<file path="src/rtl/generic_bus_arbiter.sv">
`default_nettype none
// ============================================================================
//  Module      : generic_bus_arbiter
//  Description : Two-master (fetch / data) arbiter onto one generic_bus slave
//                port, data priority with a bounded fetch-starvation streak.
//  Revision    : 1.0 - initial release
// ============================================================================
module generic_bus_arbiter #(
    parameter int MAX_D_STREAK = 4,
    parameter int ADDR_W       = 32,
    parameter int DATA_W       = 32
) (
    input  logic                CLK,
    input  logic                RST,
    input  logic                i_ren,
    input  logic [ADDR_W-1:0]   i_addr,
    output logic [DATA_W-1:0]   i_rdata,
    output logic                i_busy,
    output logic                i_error,
    input  logic                d_ren,
    input  logic                d_wen,
    input  logic [ADDR_W-1:0]   d_addr,
    input  logic [DATA_W-1:0]   d_wdata,
    input  logic [DATA_W/8-1:0] d_byte_en,
    output logic [DATA_W-1:0]   d_rdata,
    output logic                d_busy,
    output logic                d_error,
    output logic                m_ren,
    output logic                m_wen,
    output logic [ADDR_W-1:0]   m_addr,
    output logic [DATA_W-1:0]   m_wdata,
    output logic [DATA_W/8-1:0] m_byte_en,
    input  logic [DATA_W-1:0]   m_rdata,
    input  logic                m_busy,
    input  logic                m_error
);

    localparam int              BE_W       = DATA_W / 8;
    localparam int              SW         = $clog2(MAX_D_STREAK + 1);
    localparam logic [SW-1:0]   STREAK_MAX = SW'(MAX_D_STREAK);
    localparam logic [SW-1:0]   STREAK_ONE = SW'(1);

    typedef enum logic [1:0] {
        IDLE   = 2'd0,
        I_XFER = 2'd1,
        D_XFER = 2'd2
    } state_t;

    state_t              state;
    state_t              state_nxt;
    logic [SW-1:0]       d_streak;
    logic [SW-1:0]       d_streak_nxt;
    logic                grant_d;
    logic                grant_i;

    logic                lat_ren;
    logic                lat_wen;
    logic [ADDR_W-1:0]   lat_addr;
    logic [DATA_W-1:0]   lat_wdata;
    logic [BE_W-1:0]     lat_be;

    always_comb begin
        state_nxt    = state;
        d_streak_nxt = d_streak;
        grant_d      = 1'b0;
        grant_i      = 1'b0;
        m_ren        = 1'b0;
        m_wen        = 1'b0;
        m_addr       = '0;
        m_wdata      = '0;
        m_byte_en    = '0;
        i_busy       = 1'b1;
        i_rdata      = '0;
        i_error      = 1'b0;
        d_busy       = 1'b1;
        d_rdata      = '0;
        d_error      = 1'b0;

        case (state)
            IDLE: begin
                // Data wins unless fetch has been passed over MAX_D_STREAK times
                grant_d = (d_ren || d_wen) && (!i_ren || (d_streak != STREAK_MAX));
                grant_i = i_ren && !grant_d;
                if (grant_d) begin
                    state_nxt = D_XFER;
                end else if (grant_i) begin
                    state_nxt = I_XFER;
                end
                if (grant_i || !i_ren) begin
                    d_streak_nxt = '0;
                end else if (grant_d && (d_streak != STREAK_MAX)) begin
                    d_streak_nxt = d_streak + STREAK_ONE;
                end
            end
            I_XFER, D_XFER: begin
                m_ren     = lat_ren;
                m_wen     = lat_wen;
                m_addr    = lat_addr;
                m_wdata   = lat_wdata;
                m_byte_en = lat_be;
                if (!m_busy) begin
                    state_nxt = IDLE;
                    if (state == I_XFER) begin
                        i_busy  = 1'b0;
                        i_rdata = m_rdata;
                        i_error = m_error;
                    end else begin
                        d_busy  = 1'b0;
                        d_rdata = m_rdata;
                        d_error = m_error;
                    end
                end
            end
            default: state_nxt = IDLE;
        endcase
    end

    always_ff @(posedge CLK) begin
        if (RST) begin
            state     <= IDLE;
            d_streak  <= '0;
            lat_ren   <= 1'b0;
            lat_wen   <= 1'b0;
            lat_addr  <= '0;
            lat_wdata <= '0;
            lat_be    <= '0;
        end else begin
            state    <= state_nxt;
            d_streak <= d_streak_nxt;
            if (grant_d) begin
                lat_ren   <= d_ren;
                lat_wen   <= d_wen;
                lat_addr  <= d_addr;
                lat_wdata <= d_wdata;
                lat_be    <= d_byte_en;
            end else if (grant_i) begin
                // Fetch is always a full-width read
                lat_ren   <= 1'b1;
                lat_wen   <= 1'b0;
                lat_addr  <= i_addr;
                lat_wdata <= '0;
                lat_be    <= '1;
            end
        end
    end

endmodule
`default_nettype wire
</file>
<file path="config.mk">
export PLATFORM = sky130hd
export DESIGN_NAME = generic_bus_arbiter
export DESIGN_NICKNAME = d
export VERILOG_FILES = /design/src/rtl/generic_bus_arbiter.sv
export SDC_FILE = /design/constraint.sdc
export NUM_CORES = 1
export LEC_CHECK = 0
export ABC_AREA = 1
export CAP_MARGIN = 30
export CELL_PAD_IN_SITES_DETAIL_PLACEMENT = 1
export CELL_PAD_IN_SITES_GLOBAL_PLACEMENT = 2
export CORE_MARGIN = 4
export CORE_UTILIZATION = 18
export DETAILED_ROUTE_END_ITERATION = 7
export PLACE_DENSITY_LB_ADDON = 0.1
export SYNTH_ARGS = -nofsm -noshare
export SYNTH_HDL_FRONTEND = slang
export SYNTH_SLANG_ARGS = --single-unit
</file>
<file path="constraint.sdc">
create_clock -name CLK -period 3.5 [get_ports CLK]
set_input_delay 0.525 -clock CLK [delete_from_list [all_inputs] [get_ports CLK]]
set_output_delay 0.525 -clock CLK [all_outputs]
set_load 0.02 [all_outputs]
</file>
==> run metrics, run 1 <==
kind of critical path=reg -> out; CP cell instances=inv_1 -> ha_2 -> nand2_1 -> buf_4 -> nor2_1 -> clkdlybuf4s50_1; DRC Markers=0; CTS buffer count=9; PostCTS Resize Cnt=0; DP HPWL=14.3 mm; PortBufs=276; Slowest cell on crit path=clkdlybuf4s50_1; RSZ-0062 raised after global routing=false; share of layout cells above drive strength 1=3.48%; die height=166 um; Placed Cells=1342; Post-Route Setup TNS=0 ns; cells after synthesis=776; Power Density=408 nW/um^2; status=completed; DRT iter0 DRCs=192; sequential area share after synthesis=33.4%; DR WL/cell=14.3 um; CTS H-tree depth=3; Bufs on Longest Clock Path=2; CP max stage delay=0.64 ns; Hold/Removal Path Class=reg -> reg; Cell Area, Synth=4500 um^2; flops & latches, synth=75; Net Count, Synth=920; Hold Vio Cnt, Final=0; worst rel slew slack=68.9%; Crit path required time=2.97 ns; Net count, final=1173; Setup crit start=state[0]; GRT Overall Usage=14.0%; vias in the first global route=5541; synthesized area per cell=5.80 um^2; Finished Layout Cells=1359; via count=5291; Finish-stage setup viols=0; Slew Limit Fails=0; Die W=166 um; Worst setup SP type=register; die area=27600 um^2; maximum vdd drop=197 uV; setup bufs post-CTS=0; Netlist cell types=22; Post-CTS Hold Buffers=0; CP Max Fanout=34; Final GP Congestion=0.799; WP data arrival=2.43 ns; Crit Reg-Reg Startpoint=state[1]; Clock Skew=0.0119 ns; root buffer cell=clkbuf_16; Detail Route Antenna Nets=0; number of max-cap violations=0; first-pass GRT wire length=31.1 mm; Slew @ Worst Pin=0.467 ns; LEAKAGE=4.03 nW; FP Rows=57; total grt overflow=0; period utilization=84.5%; Via density=3.89; initial antenna violation count=0; First-pass DRT Iterations=4; CORE AREA=24500 um^2; TritonCTS clock tree=done; Num Clock Sinks=75; Initial Util=18.4%; fin crit period=2.96 ns; hold path start=lat_wdata[1]; pin count of the biggest net entering global routing=66; clk slew on worst S/H paths=0.06 ns; total detailed-routing wirelength=19.5 mm; Area growth syn-to-layout=76.6%; I/O pin cnt=277; critical path endpoint category=primary output; Ys Warns=0; top achievable clock speed=0.338 GHz; worst skew pair latency=0.35 ns
layout make-up:
type                            instances  area, um^2
Timing Repair Buffer                  288        2890
Clock buffer                            9         225
Inverter                              178         668
Antenna cell                            1        2.50
Clock inverter                          7         149
Fill cell                            3075       16500
Sequential cell                        75        1500
Multi-Input combinational cell        477        2110
Tap cell                              324         405
metal layers:
metal | global-route usage (%) | vias to the layer above | part of all wire (%)
met5 | 0 | - | 0
met4 | 3.34 | 0 | 1.1
met3 | 3.95 | 16 | 6.4
met2 | 23.5 | 159 | 46
met1 | 17.8 | 2377 | 46
li1 | - | 2739 | -
Yosys cell counts (all sizes together):
master / number / area (um^2)
xnor2: 1 / 8.76
dfxtp: 75 / 1500
buf: 26 / 165
nor2: 81 / 307
xor2: 1 / 8.76
o21ai: 6 / 30.0
nand2: 277 / 1050
clkinv: 1 / 3.75
ha: 5 / 62.6
mux2i: 1 / 10.0
a21oi: 68 / 340
nand3b: 32 / 240
nand3: 5 / 35.0
inv: 177 / 664
clkbuf: 20 / 75.1
report_power, final:
part	leakage [nW]	internal, mW	switching, mW	total (mW)
Clock	0.182	0.777	0.415	1.19
Sequential	0.621	0.959	0.0498	1.01
Combinational	3.22	0.462	0.582	1.04
worst paths after layout:
check	slack, ns	cells after the start	endpoint
worst min register to register	0.46	2	lat_wdata[1]
worst min-delay path	0.46	2	lat_wdata[1]
worst max-delay path	0.54	6	d_rdata[21]
worst max register to register	1.70	7	lat_be[2]
critical path: cells and delay by family (launching register included):
| kind | cells | cell delay, ns |
|---|---|---|
| flip-flops | 1 | 0.36 |
| buffers and inverters | 3 | 0.96 |
| adder cells (fa/ha/maj) | 1 | 0.49 |
| AND/OR/NAND/NOR | 2 | 0.29 |
kinds of logic after synthesis:
group           Yosys count  synth area share [%]
simple gates            395                  36.2
buf+inv                 224                  20.2
flops                    75                  33.4
compound gates           74                  8.23
fa+ha+maj                 5                  1.39
xor+xnor                  2                 0.389
mux                       1                 0.222
sequential cells by signal (all words and copies together), names as in the netlist:
name / flops
lat_addr: 32
lat_be: 4
d_streak: 3
state: 2
lat_wdata: 32
lat_wen: 1
lat_ren: 1
cells in the final DEF, fill, tap and decap left out:
master / n
clkinv_4: 2
bufinv_16: 4
inv_2: 1
nand2_2: 1
buf_12: 3
inv_1: 176
dfxtp_1: 75
nand3_1: 3
nand3_2: 2
nor2_1: 80
nor2_2: 1
diode_2: 1
ha_1: 4
nand2_4: 1
a21oi_4: 1
buf_4: 9
mux2i_1: 1
nand2_1: 275
ha_2: 1
xor2_1: 1
inv_8: 1
xnor2_1: 1
o21ai_0: 6
nand3b_1: 32
clkdlybuf4s50_1: 276
clkinv_1: 1
clkbuf_16: 9
a21oi_1: 67
per-stage QoR:
stage               hold WS, ns  worst slack (ns)  cell area (um^2)  total power [mW]  utilization, %
finish                    0.465             0.542              7950              3.24            32.5
global route              0.483             0.409              7950              3.47            32.5
CTS                       0.466             0.474              7950              3.32            32.5
detailed placement        0.456             0.698              7570              2.10            30.9
global placement          0.454             0.705              7550              2.09            30.9
floorplan                 0.444              1.38              4500              1.60               -
(Power assumes the default switching activity.)
==> run 2, diff against run 1 <==
- CORE_UTILIZATION: 18 -> 17
- clock period: 3.5 -> 2.8 ns (I/O delays scaled with it)
==> run 2 against run 1 <==
- worst hold slack better by 0.00071 ns
- power up 22%
- cell count up 1.1%
- sequential power up 25%
- clock skew about the same
- clock-buffer cell count unchanged
- non-clock buffer count up 5
- critical path depth unchanged
- core utilization down 1.9 points
- sequential share of layout area about the same
==> run metrics, run 2 (synthesized netlist as in run 1, its figures left out) <==
Die W=171 um (was 166 um); ant diodes=0 (was 1); DR WL/cell=14.2 um (was 14.3 um); Slowest cell on crit path=clkdlybuf4s50_1 (unchanged); Net count, final=1178 (was 1173); initial antenna violation count=2 (was 0); fin crit period=2.65 ns; Internal Power=2.66 mW (was 2.20 mW); CP Max Fanout=33 (was 34); total grt overflow=0 (unchanged); largest registers=lat_addr x32, lat_wdata x32, lat_be x4 (unchanged); die area=29100 um^2 (was 27600 um^2); CP max stage delay=0.64 ns (about the same); Clock Power Share=35.3% (was 36.7%); CORE AREA=26100 um^2 (was 24500 um^2); worst rel slew slack=67.6% (was 68.9%); RSZ-0062 raised after global routing=true (was false); Power Density=497 nW/um^2 (was 408 nW/um^2); Comb pwr share=32.9% (was 32.2%); pre-CTS setup slack=0.347 ns (was 0.698 ns); via count=5289 (was 5291); Hold/Removal Path Class=reg -> reg (unchanged); total detailed-routing wirelength=19.6 mm (was 19.5 mm); Worst setup SP type=register (unchanged); first-pass GRT wire length=29.8 mm (was 31.1 mm); DRC Markers=0 (unchanged); worst skew pair latency=0.34 ns (was 0.35 ns); cell family with most CP delay=buffers and inverters (unchanged); vias in the first global route=5359 (was 5541); Finish-stage setup viols=0 (unchanged); Detail Route Antenna Nets=0 (unchanged); Final GP Congestion=0.731 (was 0.799); Crit path required time=2.38 ns (was 2.97 ns); share of layout cells above drive strength 1=3.95% (was 3.48%); clk slew on worst S/H paths=0.07 ns (was 0.06 ns); critical path endpoint category=primary output (unchanged); Placed Cells=1358 (was 1342); PortBufs=276 (unchanged); die height=171 um (was 166 um); most common cell after layout, fill and taps aside=nand2_1 (was clkdlybuf4s50_1); WP data arrival=2.23 ns (was 2.43 ns); I/O pin cnt=277 (unchanged); DRT iter0 DRCs=135 (was 192); Initial Util=17.3% (was 18.4%); CP cell instances=inv_1 -> ha_2 -> nand3_1 -> buf_12 -> nor2_1 -> clkdlybuf4s50_1 (was inv_1 -> ha_2 -> nand2_1 -> buf_4 -> nor2_1 -> clkdlybuf4s50_1); Post-CTS Hold Buffers=0 (unchanged); crit path buf inv count=3 (unchanged); status=completed (unchanged); Clock Skew=0.0120 ns (was 0.0119 ns); LEAKAGE=4.07 nW (was 4.03 nW); most frequent cells in the layout=nand2_1 (275), clkdlybuf4s50_1 (274), inv_1 (176) (was clkdlybuf4s50_1 (276), nand2_1 (275), inv_1 (176)); Bufs on Longest Clock Path=2 (unchanged); kind of critical path=reg -> out (unchanged); Via density=3.85 (was 3.89); Total Power=3.96 mW (was 3.24 mW); GRT Overall Usage=13.0% (was 14.0%); pin count of the biggest net entering global routing=41 (was 66); switching share of power=32.9% (was 32.3%); Slew @ Worst Pin=0.486 ns (was 0.467 ns); top achievable clock speed=0.377 GHz; Finished Layout Cells=1374 (was 1359); maximum vdd drop=264 uV (was 197 uV); DP HPWL=14.6 mm (was 14.3 mm); FP Rows=59 (was 57); number of max-cap violations=0 (unchanged); Hold Vio Cnt, Final=0 (unchanged); Area growth syn-to-layout=77.1% (was 76.6%); First-pass DRT Iterations=4 (unchanged); Slew Limit Fails=0 (unchanged); root buffer cell=clkbuf_16 (unchanged); TritonCTS clock tree=done (unchanged); CTS H-tree depth=3 (unchanged); Num Clock Sinks=75 (unchanged); Flop pwr share=31.8% (was 31.1%); Final WS setup=0.146 ns (was 0.542 ns); period utilization=94.8%; Switch Pwr=1.30 mW (was 1.05 mW); flop2flop setup slack=1.15 ns (was 1.70 ns); CTS buffer count=9 (unchanged); Layout fillers=3288 (was 3075)
## run 2: tightest hold or removal path: stages, from the launching register on
cell	delay (ns)
dfxtp_1	0.31
nand2_1	0.06
a21oi_1	0.05
## run 2: repair_timing
item                                    in CTS  in global routing
endpoints found under the setup margin       0                 30
resized for setup                            0                  3
setup buffers                                0                  0
## run 2: metal layers
layer | global-route usage [%] | share of wire [%] | wire, um | vias up
li1 | - | - | - | 2745
met3 | 4.27 | 8.9 | 1740 | 11
met1 | 16.0 | 43 | 8510 | 2366
met5 | 0 | 0.14 | 27 | -
met4 | 2.19 | 0.72 | 140 | 4
met2 | 22.5 | 47 | 9160 | 163
## run 2: path summary, 6_finish.rpt
kind,start,to,cells past startpoint
setup / recovery,state[0],i_rdata[11],6
hold reg to reg,lat_wdata[8],lat_wdata[8],2
hold / removal,lat_wdata[8],lat_wdata[8],2
setup reg to reg,state[0],state[0],7
## run 2: cell type report
cell class                 instances  area (um^2)  share of cell area [%]
timing repair buffer             293         2920                    36.7
multi-input combinational        477         2110                    26.4
sequential                        75         1500                    18.8
inverter                         178          668                    8.39
tap                              335          419                    5.26
clock buffer                       9          225                    2.83
clock inverter                     7          124                    1.55
## run 2: power by group through the flow
| stage | logic (mW) | clock network (mW) | registers, mW |
|---|---|---|---|
| after floorplan | 0.727 | 0 | 1.27 |
| after global placement | 1.34 | 0 | 1.28 |
| after detailed placement | 1.34 | 0 | 1.28 |
| after CTS | 1.35 | 1.45 | 1.26 |
| after global routing | 1.47 | 1.50 | 1.28 |
| final | 1.30 | 1.40 | 1.26 |
## run 2: per-stage QoR
stage	hold WS (ns)	setup TNS [ns]	utilization, %	area, um^2
after floorplan	0.444	0	-	4500
after global placement	0.454	0	29.2	7610
after detailed placement	0.456	0	29.2	7610
after CTS	0.468	0	30.5	7960
after global routing	0.485	-0.00155	30.6	7970
final	0.466	0	30.6	7970
==> run 3, diff against run 2 <==
- SLEW_MARGIN: default -> 30
==> results of run 3 <==
The final DEF is identical to that of run 2; final timing and power are the same.
